--- src/rtl/div_ctrl.sv ---
// Multi-cycle radix-2 restoring divide sequencer for RV32M DIV/DIVU/REM/REMU.
// Holds the pipeline during the divide and presents the result for one cycle with rd and write enable.
module div_ctrl #(
  parameter int DATA_WIDTH = 32
) (
  input  logic                  clk,
  input  logic                  rst,
  input  logic                  start_i,
  input  logic [1:0]            op_i,
  input  logic [DATA_WIDTH-1:0] dividend_i,
  input  logic [DATA_WIDTH-1:0] divisor_i,
  input  logic [4:0]            rd_addr_i,
  input  logic                  flush_i,
  output logic                  busy_o,
  output logic                  done_o,
  output logic [DATA_WIDTH-1:0] result_o,
  output logic [4:0]            rd_addr_o,
  output logic                  rd_we_o
);

  localparam int CW = $clog2(DATA_WIDTH);
  localparam logic [CW-1:0] LAST_CNT = CW'(DATA_WIDTH - 1);
  localparam logic [CW-1:0] CNT_ONE  = CW'(1);
  localparam logic [CW-1:0] CNT_ZERO = CW'(0);

  localparam logic [1:0] S_IDLE = 2'd0;
  localparam logic [1:0] S_CALC = 2'd1;
  localparam logic [1:0] S_DONE = 2'd2;

  localparam logic [DATA_WIDTH-1:0] ALL_ZERO = {DATA_WIDTH{1'b0}};
  localparam logic [DATA_WIDTH-1:0] ALL_ONES = {DATA_WIDTH{1'b1}};
  localparam logic [DATA_WIDTH-1:0] MIN_NEG  = {1'b1, {(DATA_WIDTH-1){1'b0}}};

  // Two's complement negate when the flag is set; used for operand magnitudes and sign correction.
  function automatic logic [DATA_WIDTH-1:0] cond_neg(input logic [DATA_WIDTH-1:0] v, input logic neg);
    cond_neg = neg ? (ALL_ZERO - v) : v;
  endfunction

  logic [1:0]            r_state;
  logic [CW-1:0]         r_cnt;
  logic                  r_is_rem;
  logic                  r_quot_neg;
  logic                  r_rem_neg;
  logic [4:0]            r_rd_addr;
  logic [DATA_WIDTH-1:0] r_divisor;
  logic [DATA_WIDTH-1:0] r_rem;
  logic [DATA_WIDTH-1:0] r_quot;
  logic                  r_done;
  logic                  r_we;
  logic [DATA_WIDTH-1:0] r_result;

  logic                  w_signed;
  logic                  w_a_neg;
  logic                  w_b_neg;
  logic                  w_div_zero;
  logic                  w_ovf;
  logic                  w_accept;
  logic [DATA_WIDTH:0]   w_rem_sh;
  logic [DATA_WIDTH:0]   w_diff;
  logic                  w_ge;
  logic [DATA_WIDTH-1:0] w_rem_nx;
  logic [DATA_WIDTH-1:0] w_quot_nx;
  logic                  w_last;
  logic [DATA_WIDTH-1:0] w_early_result;
  logic [DATA_WIDTH-1:0] w_calc_result;
  logic [DATA_WIDTH-1:0] w_result_sel;
  logic [1:0]            w_next;

  assign w_signed   = ~op_i[0];
  assign w_a_neg    = w_signed & dividend_i[DATA_WIDTH-1];
  assign w_b_neg    = w_signed & divisor_i[DATA_WIDTH-1];
  assign w_div_zero = (divisor_i == ALL_ZERO);
  assign w_ovf      = w_signed & (dividend_i == MIN_NEG) & (divisor_i == ALL_ONES);
  assign w_accept   = (r_state == S_IDLE) & start_i & ~flush_i;
  assign busy_o     = w_accept | (r_state == S_CALC);

  // The subtract runs one bit wider than the data so its top bit acts as the borrow (rem < divisor).
  assign w_rem_sh  = {r_rem, r_quot[DATA_WIDTH-1]};
  assign w_diff    = w_rem_sh - {1'b0, r_divisor};
  assign w_ge      = ~w_diff[DATA_WIDTH];
  assign w_rem_nx  = w_ge ? w_diff[DATA_WIDTH-1:0] : w_rem_sh[DATA_WIDTH-1:0];
  assign w_quot_nx = {r_quot[DATA_WIDTH-2:0], w_ge};
  assign w_last    = (r_cnt == LAST_CNT);

  // Result of a single-cycle op: zero divisor takes precedence over signed overflow.
  always_comb begin
    w_early_result = ALL_ZERO;
    if (w_div_zero) begin
      w_early_result = op_i[1] ? dividend_i : ALL_ONES;
    end else if (w_ovf) begin
      w_early_result = op_i[1] ? ALL_ZERO : MIN_NEG;
    end else begin
      w_early_result = ALL_ZERO;
    end
  end

  // Sign-corrected result of the final iteration, chosen by quotient/remainder op.
  always_comb begin
    w_calc_result = ALL_ZERO;
    if (r_is_rem) begin
      w_calc_result = cond_neg(w_rem_nx, r_rem_neg);
    end else begin
      w_calc_result = cond_neg(w_quot_nx, r_quot_neg);
    end
  end

  assign w_result_sel = (r_state == S_CALC) ? w_calc_result : w_early_result;

  // Next-state decode; flush always returns to IDLE and suppresses completion.
  always_comb begin
    w_next = S_IDLE;
    case (r_state)
      S_IDLE: begin
        if (w_accept) begin
          w_next = (w_div_zero | w_ovf) ? S_DONE : S_CALC;
        end else begin
          w_next = S_IDLE;
        end
      end
      S_CALC: begin
        if (flush_i) begin
          w_next = S_IDLE;
        end else if (w_last) begin
          w_next = S_DONE;
        end else begin
          w_next = S_CALC;
        end
      end
      S_DONE:  w_next = S_IDLE;
      default: w_next = S_IDLE;
    endcase
  end

  // State, datapath and registered outputs.
  always_ff @(posedge clk) begin
    if (rst) begin
      r_state    <= S_IDLE;
      r_cnt      <= CNT_ZERO;
      r_is_rem   <= 1'b0;
      r_quot_neg <= 1'b0;
      r_rem_neg  <= 1'b0;
      r_rd_addr  <= 5'd0;
      r_divisor  <= ALL_ZERO;
      r_rem      <= ALL_ZERO;
      r_quot     <= ALL_ZERO;
      r_done     <= 1'b0;
      r_we       <= 1'b0;
      r_result   <= ALL_ZERO;
    end else begin
      r_state  <= w_next;
      r_done   <= (w_next == S_DONE);
      r_we     <= (w_next == S_DONE);
      r_result <= (w_next == S_DONE) ? w_result_sel : ALL_ZERO;
      case (r_state)
        S_IDLE: begin
          if (w_accept) begin
            r_is_rem   <= op_i[1];
            r_quot_neg <= w_a_neg ^ w_b_neg;
            r_rem_neg  <= w_a_neg;
            r_rd_addr  <= rd_addr_i;
            r_divisor  <= cond_neg(divisor_i, w_b_neg);
            r_quot     <= cond_neg(dividend_i, w_a_neg);
            r_rem      <= ALL_ZERO;
            r_cnt      <= CNT_ZERO;
          end else begin
            r_cnt <= r_cnt;
          end
        end
        S_CALC: begin
          r_rem  <= w_rem_nx;
          r_quot <= w_quot_nx;
          r_cnt  <= r_cnt + CNT_ONE;
        end
        S_DONE: begin
          r_cnt <= r_cnt;
        end
        default: begin
          r_cnt <= CNT_ZERO;
        end
      endcase
    end
  end

  assign done_o    = r_done;
  assign rd_we_o   = r_we;
  assign result_o  = r_result;
  assign rd_addr_o = r_rd_addr;

endmodule

--- config.mk ---
export PLATFORM = sky130hd
export DESIGN_NAME = div_ctrl
export DESIGN_NICKNAME = d
export VERILOG_FILES = /design/src/rtl/div_ctrl.sv
export SDC_FILE = /design/constraint.sdc
export NUM_CORES = 1
export LEC_CHECK = 0
export ABC_AREA = 1
export CAP_MARGIN = 10
export CORE_MARGIN = 4
export CORE_UTILIZATION = 24
export CTS_CLUSTER_SIZE = 8
export DETAILED_ROUTE_END_ITERATION = 10
export SYNTH_ARGS = -nofsm -noshare
export SYNTH_HDL_FRONTEND = slang
export SYNTH_SLANG_ARGS = --single-unit
--- constraint.sdc ---
create_clock -name clk -period 10.5 [get_ports clk]
set_clock_uncertainty 0.05 [all_clocks]
set_input_delay 1.575 -clock clk [delete_from_list [all_inputs] [get_ports clk]]
set_output_delay 1.575 -clock clk [all_outputs]
set_load 0.01 [all_outputs]
==> metrics.md <==
| Metric | Value |
|---|---|
| Post-synth cell types | 51 |
| Die Wd | 236.8 µm |
| Root Driver | clkbuf_16 |
| Hold path depth | 2 |
| Syn Nets | 2,286 |
| DRT iter0 DRCs | 1,278 |
| Synth area leaders | dfxtp_1 (23%), nand2_1 (19%), inv_1 (9.1%), nor2_1 (6.7%), a21oi_1 (6.2%) |
| IO Pins | 115 |
| Reg area | 2883 µm² |
| Residual DRC | 0 |
| P per Cell Area | 165.0 nW/µm² |
| Total vias in the final route | 13,980 |
| Post-layout util | 0.2883 |
| Sw Share | 0.4575 |
| Ant diodes | 0 |
| Crit Path Max Fanout | 3 |
| Crit path kind | in2out |
| Critical Path End Type | output port |
| H-tree levels | 4 |
| Switch Pwr | 0.001123 W |
| Core area | 51,610 µm² |
| Part of the power in registers | 0.242 |
| Cts hold-fix bufs | 0 |
| Final TNS setup | 0 ns |
| VDD IR max | 0.1249 mV |
| Post-CTS setup buffer count | 0 |
| Starting Density | 0.2434 |
| Global-route wire length before repair | 71,460 µm |
| # nets final | 2,347 |
| Fill cells | 5,759 |
| IO buf count | 114 |
| Pleak | 7.022 nW |
| Area of the multi-input gates | 8107 µm² |
| Synth async-reset ratio | 0 |
| Cell taking the most area after synthesis | dfxtp_1 |
| Slew HR | 0.2855 |
| Global placement routability congestion | 0.9139 |
| Clock-pin slew on the worst setup and hold paths | 0.07 ns |
| Die Area | 56,070 µm² |
| Crit path DAT | 3.03 ns |
| CP Launch Point | start_i |
| DP HPWL | 35,990 µm |
| Unrepaired setup endpoints after global routing | no |
| Clock power frac | 0.268 |
| Ys flop type | dfxtp_1 |
| Synthesized area per cell | 5.787 µm² |
| FMAX | 214.7 MHz |
| Area grow syn2layout | 18.42% |
| FF-to-FF setup slack | 6.05 ns |
| HP Class | reg2reg |
| Crit path time final | 4.657 ns |
| Via density | 4.779 |
| CP startpoint kind | primary input |
| Combinational Power Share | 0.490 |
| Worst-margin pin slew | 1.071 ns |
| Post-synth top area share | 0.2295 |
| Final ANT Viol Nets | 0 |
| Drt pass-1 iters | 5 |
| GRT Overall Usage | 0.1604 |
| Avg WL per Cell | 15.93 µm |
| EDFF count, synth | 0 |
| Max cap viols | 0 |
| GR Overflow Total | 0 |
| Initial antenna violation count | 0 |
| CTS tree | built |
| Clk buf depth | 2 |
| Yosys reg bits | 144 |
| Critical path required time | 8.88 ns |
| Status | finished, final reports clean |
| Pin count of the biggest net entering global routing | 81 |
| Setup-failing EPs final | 0 |
| Final period util | 0.4435 |
| FF-to-FF End | result_o[30] |
| Layout cell share with drive strength beyond 1 | 0.06771 |
| Die Y | 236.8 µm |
| Commonest cells after routing, fill and taps aside | nand2_1 (620), inv_1 (305), nor2_1 (223), a21oi_1 (156), nand3_1 (149) |
| Num CTS Buffers | 17 |
| Drt total wl | 46,580 µm |
| Row count | 83 |
| Post-Synthesis Cell Area | 12,560 µm² |
| Most common cell after layout, fill and taps aside | nand2_1 |
| Reg2reg path depth | 27 |
| Worst r2r src | r_quot[31] |
| Mapped Cells | 2,171 |
| Fin. Hold Viols | 0 |
| End point of the critical path | busy_o |
| Slew Limit Fails | 0 |
| Clk Latency, worst-skew pair | 0.45 ns |
| Vias in the first global route | 12,630 |
| Register area share after synthesis | 0.2295 |
| Int Power | 0.001331 W |
| Synth warn | 0 |
| Quantity of gates resized following cts | 0 |
| Clock sink total | 144 |
## state kept, by name, summed over array words and instances (netlist names)
register,cells
r_quot,32
result_o,32
r_state,2
r_quot_neg,1
r_is_rem,1
rd_addr_o,5
r_rem,32
r_divisor,32
rd_we_o,1
r_rem_neg,1
r_cnt,5
## worst max-delay path, cell delays in order
cell and delay [ns]:
clkdlybuf4s50_1 0.45, inv_1 0.03, nor2_1 0.10, nand3_2 0.11, nand2_1 0.19, clkdlybuf4s50_1 0.57
## Yosys cell counts, drive strengths merged (12+ instances only)
cell / instances
nand4: 28
clkbuf: 59
a21oi: 163
nand3b: 16
nand2: 671
o21bai: 12
a31oi: 42
xnor2: 19
buf: 26
xor2: 23
ha: 39
inv: 313
nand3: 159
o21ai: 123
nor3: 33
dfxtp: 144
nor2: 237
o211ai: 14
## layout make-up
| type | count | share of cell area |
|---|---|---|
| multi-input cells | 1626 | 0.5449 |
| flip-flops and latches | 144 | 0.1938 |
| clock inverters | 14 | 0.01203 |
| well taps | 680 | 0.05719 |
| inverters | 316 | 0.07972 |
| repair buffers | 127 | 0.08292 |
| clock buffers | 18 | 0.02952 |
## per-layer routing
| layer | vias to the layer above | track usage | wire length, µm |
|---|---|---|---|
| met1 | 6272 | 0.2067 | 20370 |
| met5 | - | 0 | 0 |
| met2 | 504 | 0.2604 | 21120 |
| met4 | 0 | 0.07183 | 2099 |
| li1 | 7117 | - | - |
| met3 | 85 | 0.03040 | 3001 |
## worst min path at each step
| stage | endpoint | slack (ns) | from |
|---|---|---|---|
| after floorplan | r_cnt[4] | 0.39 | r_cnt[4] |
| after global placement | r_divisor[31] | 0.41 | r_divisor[31] |
| after detailed placement | r_divisor[31] | 0.41 | r_divisor[31] |
| after CTS | r_divisor[31] | 0.42 | r_divisor[31] |
| after global routing | r_divisor[31] | 0.44 | r_divisor[31] |
| final | r_divisor[31] | 0.42 | r_divisor[31] |
## stage by stage
step / power (W) / cells / setup slack, ns / cell area (µm²) / hold WS (ns)
6_report: 0.002454 / 2925 / 5.843 / 14880 / 0.4203
3_3_place_gp: 0.001788 / 2893 / 5.687 / 14260 / 0.4079
3_5_place_dp: 0.001785 / 2893 / 5.654 / 14260 / 0.4130
4_1_cts: 0.002448 / 2925 / 5.827 / 14880 / 0.4241
5_1_grt: 0.002616 / 2925 / 5.539 / 14880 / 0.4430
2_1_floorplan: 0.001499 / 2171 / 6.794 / 12560 / 0.3938
## kinds of logic after synthesis
family          share of synthesized area
simple gates                       0.4060
buf+inv                            0.1265
compound gates                     0.1683
flops                              0.2295
xor+xnor                          0.02928
fa+ha+maj                         0.04043
## power by group through the flow
stage	logic [W]	clock network (W)	registers, W
2_1_floorplan	0.000903	0	0.000596
3_3_place_gp	0.00118	0	0.000605
3_5_place_dp	0.00118	0	0.000605
4_1_cts	0.00119	0.000669	0.000593
5_1_grt	0.00133	0.000690	0.000596
6_report	0.00120	0.000658	0.000594
(Power assumes the default switching activity.)
